[src/rtl/round_sequencer.sv]
// round_sequencer: game-round controller (IDLE -> COUNTDOWN -> PLAY -> RESULT).
// Counts down, issues one spawn beat per tick, keeps per-player scores,
// ends the round on beat exhaustion plus drain or on a winning score, and
// latches the winner.
// Optional build macro ROUND_SEQ_LFSR_PATTERN_EN: spawn lanes come from an
// 8-bit Fibonacci LFSR (taps 8,6,5,4, seed 8'hA5) instead of the fixed
// 01,10,11 rotation.
module round_sequencer #(
  parameter int COUNTDOWN_TICKS = 3,
  parameter int BEATS_PER_ROUND = 16,
  parameter int DRAIN_TICKS     = 4,
  parameter int WIN_SCORE       = 20
) (
  input  logic       clk,
  input  logic       reset,
  input  logic       start,
  input  logic       tick,
  input  logic       hit1,
  input  logic       hit2,
  output logic [1:0] phase,
  output logic       spawn,
  output logic [1:0] spawn_lane,
  output logic [4:0] score1,
  output logic [4:0] score2,
  output logic [1:0] winner
);

  typedef enum logic [1:0] {
    IDLE      = 2'd0,
    COUNTDOWN = 2'd1,
    PLAY      = 2'd2,
    RESULT    = 2'd3
  } state_t;

  state_t     state_q, state_d;
  logic       start_q;
  logic       start_edge;
  logic [3:0] tick_cnt_q, tick_cnt_d;
  logic [5:0] beat_cnt_q, beat_cnt_d;
  logic       spawn_q, spawn_d;
  logic [1:0] lane_q, lane_d;
  logic [4:0] score1_q, score1_d;
  logic [4:0] score2_q, score2_d;
  logic [1:0] winner_q, winner_d;
  logic [4:0] s1_hit, s2_hit;
  logic [1:0] next_lane;

  // Increment a 5-bit score by one, holding at 31.
  function automatic logic [4:0] sat_inc(input logic [4:0] v, input logic inc);
    if (inc && (v != 5'd31)) return v + 5'd1;
    return v;
  endfunction

  // Winner code from final scores: 01 p1 ahead, 10 p2 ahead, 11 tie.
  function automatic logic [1:0] decide(input logic [4:0] a, input logic [4:0] b);
    if (a > b) return 2'b01;
    if (b > a) return 2'b10;
    return 2'b11;
  endfunction

  assign start_edge = start & ~start_q;

`ifdef ROUND_SEQ_LFSR_PATTERN_EN
  logic [7:0] lfsr_q;
  assign next_lane = (lfsr_q[1:0] == 2'b00) ? 2'b11 : lfsr_q[1:0];

  // LFSR advances once per issued spawn and runs freely across rounds.
  always_ff @(posedge clk or posedge reset) begin
    if (reset)        lfsr_q <= 8'hA5;
    else if (spawn_d) lfsr_q <= {lfsr_q[6:0], lfsr_q[7] ^ lfsr_q[5] ^ lfsr_q[4] ^ lfsr_q[3]};
  end
`else
  logic [1:0] pat_q;
  assign next_lane = pat_q + 2'd1;

  // Lane rotation index 0,1,2; rewound during every countdown so each round starts at 01.
  always_ff @(posedge clk or posedge reset) begin
    if (reset)                       pat_q <= 2'd0;
    else if (state_q == COUNTDOWN)   pat_q <= 2'd0;
    else if (spawn_d)                pat_q <= (pat_q == 2'd2) ? 2'd0 : pat_q + 2'd1;
  end
`endif

  // Next-state and registered-output computation for the round FSM.
  always_comb begin
    state_d    = state_q;
    tick_cnt_d = tick_cnt_q;
    beat_cnt_d = beat_cnt_q;
    spawn_d    = 1'b0;
    lane_d     = lane_q;
    score1_d   = score1_q;
    score2_d   = score2_q;
    winner_d   = winner_q;
    s1_hit     = sat_inc(score1_q, hit1);
    s2_hit     = sat_inc(score2_q, hit2);
    case (state_q)
      IDLE, RESULT: begin
        if (start_edge) begin
          state_d    = COUNTDOWN;
          tick_cnt_d = 4'd0;
          beat_cnt_d = 6'd0;
          score1_d   = 5'd0;
          score2_d   = 5'd0;
          winner_d   = 2'b00;
        end
      end
      COUNTDOWN: begin
        if (tick) begin
          if (int'(tick_cnt_q) + 1 >= COUNTDOWN_TICKS) begin
            state_d    = PLAY;
            tick_cnt_d = 4'd0;
          end else begin
            tick_cnt_d = tick_cnt_q + 4'd1;
          end
        end
      end
      PLAY: begin
        score1_d = s1_hit;
        score2_d = s2_hit;
        // A winning score preempts everything else, including a coincident tick.
        if ((int'(s1_hit) >= WIN_SCORE) || (int'(s2_hit) >= WIN_SCORE)) begin
          state_d  = RESULT;
          winner_d = decide(s1_hit, s2_hit);
        end else if (int'(beat_cnt_q) < BEATS_PER_ROUND) begin
          if (tick) begin
            spawn_d    = 1'b1;
            lane_d     = next_lane;
            beat_cnt_d = beat_cnt_q + 6'd1;
          end
        end else if (DRAIN_TICKS == 0) begin
          state_d  = RESULT;
          winner_d = decide(s1_hit, s2_hit);
        end else if (tick) begin
          if (int'(tick_cnt_q) + 1 >= DRAIN_TICKS) begin
            state_d  = RESULT;
            winner_d = decide(s1_hit, s2_hit);
          end else begin
            tick_cnt_d = tick_cnt_q + 4'd1;
          end
        end
      end
      default: ;
    endcase
  end

  // State and output registers; start_q resets high so a held button is not an edge.
  always_ff @(posedge clk or posedge reset) begin
    if (reset) begin
      state_q    <= IDLE;
      start_q    <= 1'b1;
      tick_cnt_q <= 4'd0;
      beat_cnt_q <= 6'd0;
      spawn_q    <= 1'b0;
      lane_q     <= 2'b00;
      score1_q   <= 5'd0;
      score2_q   <= 5'd0;
      winner_q   <= 2'b00;
    end else begin
      state_q    <= state_d;
      start_q    <= start;
      tick_cnt_q <= tick_cnt_d;
      beat_cnt_q <= beat_cnt_d;
      spawn_q    <= spawn_d;
      lane_q     <= lane_d;
      score1_q   <= score1_d;
      score2_q   <= score2_d;
      winner_q   <= winner_d;
    end
  end

  assign phase      = state_q;
  assign spawn      = spawn_q;
  assign spawn_lane = lane_q;
  assign score1     = score1_q;
  assign score2     = score2_q;
  assign winner     = winner_q;

endmodule

[config.mk]
export PLATFORM = sky130hd
export DESIGN_NAME = round_sequencer
export DESIGN_NICKNAME = d
export VERILOG_FILES = /design/src/rtl/round_sequencer.sv
export SDC_FILE = /design/constraint.sdc
export NUM_CORES = 1
export LEC_CHECK = 0
export ABC_AREA = 1
export CAP_MARGIN = 20
export CORE_MARGIN = 2
export CORE_UTILIZATION = 50
export DETAILED_ROUTE_END_ITERATION = 12
export GPL_TIMING_DRIVEN = 0
export HOLD_SLACK_MARGIN = 0.06
export PLACE_DENSITY = 0.69
export SYNTH_ARGS = -nofsm -noshare
export SYNTH_HDL_FRONTEND = slang
export SYNTH_SLANG_ARGS = --single-unit
export TNS_END_PERCENT = 20
[constraint.sdc]
create_clock -name clk -period 3.2 [get_ports clk]
set_input_delay 0.8 -clock clk [delete_from_list [all_inputs] [get_ports clk]]
set_output_delay 0.8 -clock clk [all_outputs]
set_load 0.005 [all_outputs]
==> summary by stage, run 1 <==
Clocking
After clock tree synthesis, the clock-pin slew on the worst setup and hold paths is 0.07 ns. The root cell of the clock tree is sky130_fd_sc_hd__clkbuf_8. The longest clock path from root to sink contains 2 buffers. Clock tree synthesis inserted a total of 5 buffers. The H-tree was split into 2 levels. Gates resized during post-CTS repair numbered 0.

The post-CTS setup repair buffer count is 0. The number of sinks driven by the clock tree is 30. The number of hold buffers added after CTS was 0. The clock insertion delay at the later pin of the skew report is 0.29 ns. The TritonCTS clock tree is built.

Routing
For this block, the via count after detailed routing is 1606. The final routed wirelength across all metal layers is 3880 um. The post-route antenna net violation count is 0.

The routed wirelength normalized by instance count is around 12 um. The first detailed-routing pass ran for 4 iterations. In the routed design, unresolved DRC markers number 0.

For this block, the initial DRC count from the detailed router was 88. The via count normalized by instance count is ~4.9.

Power and ir drop
For this design the static power due to leakage is approximately 0.0011 uW. Dividing total power by cell area gives a power density of 699 nW/um^2. In this run, the clock network consumes 20.1% of the power. The fraction of power consumed by sequential logic is 33.1%. In this run the power spent charging and discharging nets is 678 uW. The net switching fraction of the power is a little over two fifths. The largest voltage drop on the vdd net is 0.464 mV.

The internal power summed over all cells is 914 uW. The fraction of power consumed by combinational cells is 46.8%.

Setup path
STA classifies the critical path endpoint as a flip-flop. For the worst flop-to-flop path, the logic depth is 16. The capturing point of the worst reg2reg path is winner[0]$_DFFE_PP0P_. The destination of the critical timing path is winner[0]$_DFFE_PP0P_.

The beginning of the critical path is score1[0]$_DFFE_PP0P_. The beginning of the worst register-to-register path is score1[0]$_DFFE_PP0P_. Of all nets on the critical path, the largest fanout is 7. At the worst endpoint, the required time is ~3.4 ns.

The arrival time reported for the critical path endpoint is 2.69 ns. The class of the most critical setup path is flip-flop to flip-flop. The nature of the critical path startpoint is a flip-flop. The register-to-register setup slack is 0.69 ns.

Yosys
The average footprint of a synthesized cell is 7.58 sq um. Sorting the synthesized cells by area gives the leading types as sky130_fd_sc_hd__dfrtp_1, sky130_fd_sc_hd__nand2_1, sky130_fd_sc_hd__ha_1, sky130_fd_sc_hd__inv_1, sky130_fd_sc_hd__nand3_1. The post-synthesis instance area is roughly 1900 sq um.

The synthesis-stage register bit count is 30. The cell count after synthesis came out at 249. The fraction of synthesized cell area taken by the top area cell type is 38.5%. For this run, the number of Yosys warnings is 0. The number of different library cells in the post-synthesis netlist is 25.

The number of nets in the synthesized netlist is 269. The largest area contributor in the synthesized netlist is sky130_fd_sc_hd__dfrtp_1. Of the synthesized area, sequential elements account for between 30% and 40%.

Global routing
The remaining global-route overflow is 0. The first global-routing pass estimated approximately 6900 um of wire. The global-route total usage across every layer is 21.4%.

The number of global-route vias before repair is 1519. The largest net degree at the start of global routing is 18. The number of antenna violations at the first check in global routing was 0.

Place
The pre-CTS setup slack is 0.447 ns. In this run, placement finished with an instance count of 320. Once detailed placement completed, the half-perimeter wirelength came to slightly below 3000 um. The number of I/O port buffers is 22. The placed cell area is approximately 2200 sq um. The final RePlAce weighted congestion is 0.834.

STA
On the final layout, the worst clock skew is roughly 0.0056 ns. Setup violations remaining at the end of the flow were counted as 0. The number of failing hold endpoints at the final stage is 0. The final-layout setup total negative slack is 0 ns. In the finished design, the share of the clock period the worst path needs comes to 78.4%.

For the pin with the worst max-slew slack, the measured transition is around 0.7 ns. Headroom to the max-slew limit came out at 54.2%. Setup repair after global routing left no endpoint under its margin. The total count of max-transition violations in the final report is 0. After layout, the worst setup slack is 0.692 ns. The clock period minus worst slack is 2.51 ns.

The fmax is 399 MHz.

Final layout
The number of filler cells placed in the layout is 334. The final layout contains 299 nets. Summing all multi-input logic gate instances after layout gives 988 sq um. The share of the core filled with cells in the final layout is 62.7%. The cell area after layout is 2280 sq um. The antenna diode count is 0. The area taken by flip-flops and latches is 752 sq um. The ratio of cells with drive above 1 in the final layout is 11.4%. From synthesis to final layout, the design area changed by 20.7%.

The final instance count without filler cells is between 300 and 400.

Die
The number of rows in the core area is 22. The number of placed I/O pins is 23. The area of the core is around 3600 sq um. The die outline width is 65.4 um. The floorplan die height is 65.4 um. Once the floorplan was initialized, standard cells occupied 51.9% of the core. The total die area is 4280 sq um.

Flow run
The tool flagged a number of max-cap violations equal to 0.

Worst hold path
The tightest min-delay check is of the flip-flop to flip-flop type.

Status
The flow ran to the end, and the final reports show no timing, DRC or antenna violations.
worst min-delay path by stage:
stage / from / to / depth (start not counted)
2_1_floorplan: beat_cnt_q[5]$_DFFE_PP0P_ / beat_cnt_q[5]$_DFFE_PP0P_ / 2
3_3_place_gp: spawn_lane[1]$_DFFE_PP0P_ / spawn_lane[1]$_DFFE_PP0P_ / 2
3_5_place_dp: spawn_lane[1]$_DFFE_PP0P_ / spawn_lane[1]$_DFFE_PP0P_ / 2
4_1_cts: spawn_lane[0]$_DFFE_PP0P_ / spawn_lane[0]$_DFFE_PP0P_ / 2
5_1_grt: spawn_lane[1]$_DFFE_PP0P_ / spawn_lane[1]$_DFFE_PP0P_ / 2
6_report: spawn_lane[0]$_DFFE_PP0P_ / spawn_lane[0]$_DFFE_PP0P_ / 2
final cells by class:
type	count	share of cell area, %
repair buffers	23	10.3
flip-flops and latches	30	33.0
inverters	39	6.43
clock buffers	6	3.63
clock inverters	2	0.549
multi-input cells	180	43.4
well taps	48	2.64
cells in the mapped netlist, drive strengths merged:
| cell type | number |
|---|---|
| nand2 | 79 |
| inv | 39 |
| dfrtp | 29 |
| o21ai | 23 |
| nand3 | 19 |
| nor2 | 17 |
| ha | 14 |
| o22ai | 6 |
| a21oi | 5 |
| or2 | 4 |
| xor2 | 4 |
| nand4 | 3 |
| a21boi | 2 |
| nor3 | 2 |
| dfstp | 1 |
| nand3b | 1 |
| o21bai | 1 |
per-stage QoR:
step / power [uW] / hold WS [ns]
floorplan: 1030 / 0.437
global placement: 1270 / 0.459
detailed placement: 1280 / 0.470
CTS: 1600 / 0.488
global route: 1740 / 0.513
finish: 1590 / 0.483
critical path, cell delays in order, from the launching register on:
cell and delay (ns):
sky130_fd_sc_hd__dfrtp_1 0.44, sky130_fd_sc_hd__ha_1 0.25, sky130_fd_sc_hd__nand2_1 0.07, sky130_fd_sc_hd__nor2_1 0.04, sky130_fd_sc_hd__ha_1 0.17, sky130_fd_sc_hd__inv_1 0.09
sky130_fd_sc_hd__nand2_1 0.15, sky130_fd_sc_hd__o21ai_0 0.32, sky130_fd_sc_hd__inv_1 0.10, sky130_fd_sc_hd__ha_1 0.31, sky130_fd_sc_hd__nand3_1 0.09, sky130_fd_sc_hd__inv_1 0.07
sky130_fd_sc_hd__nand3_1 0.06, sky130_fd_sc_hd__nand2_1 0.09, sky130_fd_sc_hd__nand2_1 0.05, sky130_fd_sc_hd__nand2_1 0.05, sky130_fd_sc_hd__nand2_1 0.05
cells by family after synthesis:
family	synth area share, %
compound gates	11.2
flops	39.9
buf+inv	7.76
fa+ha+maj	9.28
xor+xnor	1.86
simple gates	30.0
registers in the layout, summed over array words and instances, names as in the netlist:
signal / flops
tick_cnt_q: 4
spawn: 1
score2: 5
start_q: 1
phase: 2
beat_cnt_q: 6
pat_q: 2
winner: 2
spawn_lane: 2
score1: 5
cell usage in the layout (no fill, tap or decap), types with 2 or more instances in the layout:
cell / n
sky130_fd_sc_hd__a21boi_0: 2
sky130_fd_sc_hd__a21oi_1: 5
sky130_fd_sc_hd__clkbuf_8: 6
sky130_fd_sc_hd__clkdlybuf4s50_1: 22
sky130_fd_sc_hd__dfrtp_1: 29
sky130_fd_sc_hd__ha_1: 14
sky130_fd_sc_hd__inv_1: 36
sky130_fd_sc_hd__inv_2: 3
sky130_fd_sc_hd__nand2_1: 71
sky130_fd_sc_hd__nand2_2: 8
sky130_fd_sc_hd__nand3_1: 18
sky130_fd_sc_hd__nand4_1: 2
sky130_fd_sc_hd__nor2_1: 15
sky130_fd_sc_hd__nor3_1: 2
sky130_fd_sc_hd__o21ai_0: 11
sky130_fd_sc_hd__o21ai_1: 9
sky130_fd_sc_hd__o21ai_2: 3
sky130_fd_sc_hd__o22ai_1: 6
sky130_fd_sc_hd__or2_2: 4
sky130_fd_sc_hd__xor2_1: 4
power groups by stage:
| stage | sequential (uW) | clock, uW | combinational, uW |
|---|---|---|---|
| after floorplan | 524 | 0 | 506 |
| after global placement | 531 | 0 | 738 |
| after detailed placement | 532 | 0 | 747 |
| after CTS | 526 | 328 | 751 |
| after global routing | 540 | 343 | 857 |
| final | 527 | 320 | 746 |
metal layers:
layer,wire length (um),global-route usage (%)
met5,0,0
met4,79,8.59
met2,1610,31.1
met1,2020,30.0
met3,164,6.16
No activity file was read; power rests on OpenSTA's default activity.
==> inputs of run 2 (changes only) <==
- PLACE_DENSITY: 0.69 -> 0.72
- clock period: 3.2 -> 2.17 ns (I/O delays scaled with it)
==> run 2 against run 1 <==
The flow now finishes with violations (setup timing). Clock power rose by 40%. Clock skew fell by 0.0017 ns. Cell count grew 3.4%. Utilization rose by 7.3 points. Critical path depth down 1. Critical endpoint is now pat_q[1]$_DFFE_PP0P_. Largest cell class unchanged. Largest power group unchanged.
==> summary by stage, run 2 (synthesis results as in run 1) <==
Final layout
The ratio of cells with drive above 1 in the final layout came to 23.7% (was 11.4%). The most frequent standard cell in the layout excluding fill and tap cells was sky130_fd_sc_hd__nand2_1 (unchanged). The most flop-heavy register is beat_cnt_q (unchanged). The synthesis-to-finish area growth is 34.7% (was 20.7%).

The final instance count without filler cells was 339 (was 328). The number of flip-flops under the largest register name is 6 (unchanged). Highest-count cells in the layout ignoring fill and taps: sky130_fd_sc_hd__nand2_1, sky130_fd_sc_hd__inv_1, sky130_fd_sc_hd__dfrtp_1, sky130_fd_sc_hd__clkdlybuf4s50_1, sky130_fd_sc_hd__nand3_1 (unchanged). The antenna diode count is 0 (unchanged).

The cell area after layout is 2540 sq um (was 2280 sq um). The net count of the finished layout is 310 (was 299).

STA
The total count of max-transition violations in the final report is 0 (unchanged). The headroom to the max-slew limit is 62.4% (was 54.2%). The final critical-path setup slack came to -0.0332 ns (was 0.692 ns).

The clock period minus worst slack came to 2.20 ns (was 2.51 ns). Setup repair after global routing missed its margin: true (was false). The pin slew with the least headroom to its limit is 0.562 ns (was 0.687 ns). The number of failing hold endpoints at the final stage is 0 (unchanged). The final setup skew is 0.00390 ns (was 0.00558 ns). The final clock period utilization by the worst path is 102% (was 78.4%). The fmax is 454 MHz (was 399 MHz). The number of endpoints failing setup at the final stage was 4 (was 0).

Setup path
The largest fanout on the critical path was 7 (unchanged). The cell depth of the worst flop-to-flop path is 15 (was 16). The kind of capture point of the worst setup path was a flip-flop (unchanged). The cell with the largest stage delay on the worst path is sky130_fd_sc_hd__dfrtp_1 (unchanged). The capturing point of the worst reg2reg path is pat_q[1]$_DFFE_PP0P_ (was winner[0]$_DFFE_PP0P_). The delay of the slowest critical-path stage is 0.40 ns (was 0.44 ns). The arrival time reported for the critical path endpoint is 2.36 ns (was 2.69 ns). The worst path required time is 2.33 ns (was 3.38 ns).

The buffers plus inverters on the worst setup path is 4 (was 3). Series of cell instances along the critical path: ha_4, inv_4, nor3_4, ha_2, inv_2, nand2_4, inv_4, nand3_1, nand2_2, o21ai_4, nand3_2, nor2_4, inv_2, nand2_2, o21ai_1 (was ha_1, nand2_1, nor2_1, ha_1, inv_1, nand2_1, o21ai_0, inv_1, ha_1, nand3_1, inv_1, nand3_1, nand2_1, nand2_1, nand2_1, nand2_1). The class of the most critical setup path is flip-flop to flip-flop (unchanged). The number of cells on the critical path is 15 (was 16).

The beginning of the worst register-to-register path is score2[0]$_DFFE_PP0P_ (was score1[0]$_DFFE_PP0P_). The register-to-register setup slack is -0.03 ns (was 0.69 ns). The nature of the critical path startpoint was a flip-flop (unchanged). The cell family contributing the most delay on the critical path is simple AND/OR/NAND/NOR gates (was adder cells).

Die
The number of rows in the core area came to 22 (unchanged). The effective utilization at floorplan is 51.9% (unchanged). The area of the core is 3630 sq um (unchanged). The number of placed I/O pins is 23 (unchanged). The total die area was 4280 sq um (unchanged).

The die outline width was 65.4 um (unchanged). The floorplan die height was 65.4 um (unchanged).

Routing
The routed wirelength normalized by instance count is 12.7 um (was 11.8 um). The number of vias after detailed routing was 1773 (was 1606). The first-iteration detailed-routing DRC count was 84 (was 88). The count of unresolved DRC violations after routing is 0 (unchanged). The first-pass iteration count of the detailed router is 4 (unchanged). The post-route antenna net violation count is 0 (unchanged). The final routed wirelength across all metal layers is 4300 um (was 3880 um). The via count normalized by instance count is 5.23 (was 4.90).

Clocking
The clock insertion delay at the later pin of the skew report is 0.27 ns (was 0.29 ns). The number of sinks driven by the clock tree was 30 (unchanged). The worst-case clock buffer depth is 2 (unchanged). The number of buffers created by CTS was 5 (unchanged). The root cell of the clock tree is sky130_fd_sc_hd__clkbuf_8 (unchanged).

The number of hold buffers added after cts is 0 (unchanged). The post-CTS clock slew at the launch and capture registers of the worst setup and hold paths is 0.06 ns (was 0.07 ns). The depth of the CTS H-tree came to 2 (unchanged). The TritonCTS clock tree is built (unchanged).

Power and ir drop
The switching power total is 1100 uW (was 678 uW). The fraction of power consumed by sequential logic was 30.1% (was 33.1%). The leakage power is 0.00125 uW (was 0.00114 uW).

The largest voltage drop on the vdd net is 0.740 mV (was 0.464 mV). The clock group share of total power is 17.7% (was 20.1%). The power density over cell area is 995 nW/um^2 (was 699 nW/um^2). The net switching fraction of the power is 43.4% (was 42.6%). The internal power summed over all cells is 1430 uW (was 914 uW). The fraction of power consumed by combinational cells was 52.2% (was 46.8%).

Global routing
The largest net degree at the start of global routing came to 25 (was 18). The global-route wire length before repair is 7020 um (was 6870 um). The global-route total usage across every layer came to 21.2% (was 21.4%). The number of global-route vias before repair is 1648 (was 1519). The remaining global-route overflow is 0 (unchanged). The number of antenna violations at the first check in global routing is 0 (unchanged).

Place
The post-detailed-placement half-perimeter wirelength is 2930 um (was 2950 um). The final RePlAce weighted congestion is 0.842 (was 0.834). The number of I/O port buffers was 22 (unchanged).

The placed cell area is 2190 sq um (was 2180 sq um). The number of instances in the placed design is 320 (unchanged). The pre-CTS setup slack is -0.260 ns (was 0.447 ns).

Worst hold path
The cell depth of the worst hold path is 2 (unchanged). The origin of the worst min-delay path is spawn_lane[1]$_DFFE_PP0P_ (was spawn_lane[0]$_DFFE_PP0P_). The capture endpoint of the worst hold path is spawn_lane[1]$_DFFE_PP0P_ (was spawn_lane[0]$_DFFE_PP0P_).

The class of the worst hold path is flip-flop to flip-flop (unchanged).

Flow run
The count of max-cap constraint violations was 0 (unchanged).

Status
The checks that failed: setup timing. Outcome: finished, violations left (was completed).
## run 2: repair_timing
action,4_1_cts,5_1_grt
gates cloned,0,1
setup endpoints to repair,18,26
pin swaps,3,16
setup buffers,7,3
gates resized for setup,11,35
## run 2: worst max-delay path by stage
stage / endpoint / startpoint / slack [ns]
after floorplan: winner[0]$_DFFE_PP0P_ / score1[0]$_DFFE_PP0P_ / 0.01
after global placement: winner[0]$_DFFE_PP0P_ / hit1 / -0.27
after detailed placement: winner[0]$_DFFE_PP0P_ / hit1 / -0.26
after CTS: pat_q[1]$_DFFE_PP0P_ / score1[0]$_DFFE_PP0P_ / 0.0008
after global routing: winner[0]$_DFFE_PP0P_ / score2[0]$_DFFE_PP0P_ / -0.15
final: pat_q[1]$_DFFE_PP0P_ / score2[0]$_DFFE_PP0P_ / -0.03
## run 2: through the flow
step	hold WS [ns]	TNS (ns)	util (%)	total power [uW]
2_1_floorplan	0.437	0	-	1520
4_1_cts	0.484	0	65.5	2400
5_1_grt	0.500	-1.77	69.9	2770
3_5_place_dp	0.467	-1.99	60.4	1900
3_3_place_gp	0.449	-1.39	59.6	1870
6_report	0.477	-0.0548	69.9	2530
## run 2: final cells by class
type / instances / area (sq um)
multi-input cells: 181 / 1160
clock inverters: 1 / 5.00
inverters: 39 / 151
flip-flops and latches: 30 / 754
clock buffers: 7 / 86.3
fillers: 301 / 1090
well taps: 48 / 60.1
repair buffers: 33 / 323
## run 2: layer usage
layer	up-vias	GRT usage, %	routed length, um
li1	885	-	-
met1	853	28.1	2060
met2	31	35.2	2050
met3	4	5.14	158
met4	0	4.69	31
met5	-	0	0
## run 2: tightest hold or removal path, stage by stage (launching register included)
cell and delay, ns:
sky130_fd_sc_hd__dfrtp_1 0.35, sky130_fd_sc_hd__nand2_1 0.05, sky130_fd_sc_hd__nand2_1 0.04
## run 2: power groups by stage
stage | registers, uW | logic (uW) | clock network [uW]
finish | 760 | 1320 | 448
floorplan | 773 | 747 | 0
detailed placement | 784 | 1110 | 0
CTS | 755 | 1180 | 464
global placement | 782 | 1090 | 0
global route | 777 | 1490 | 498
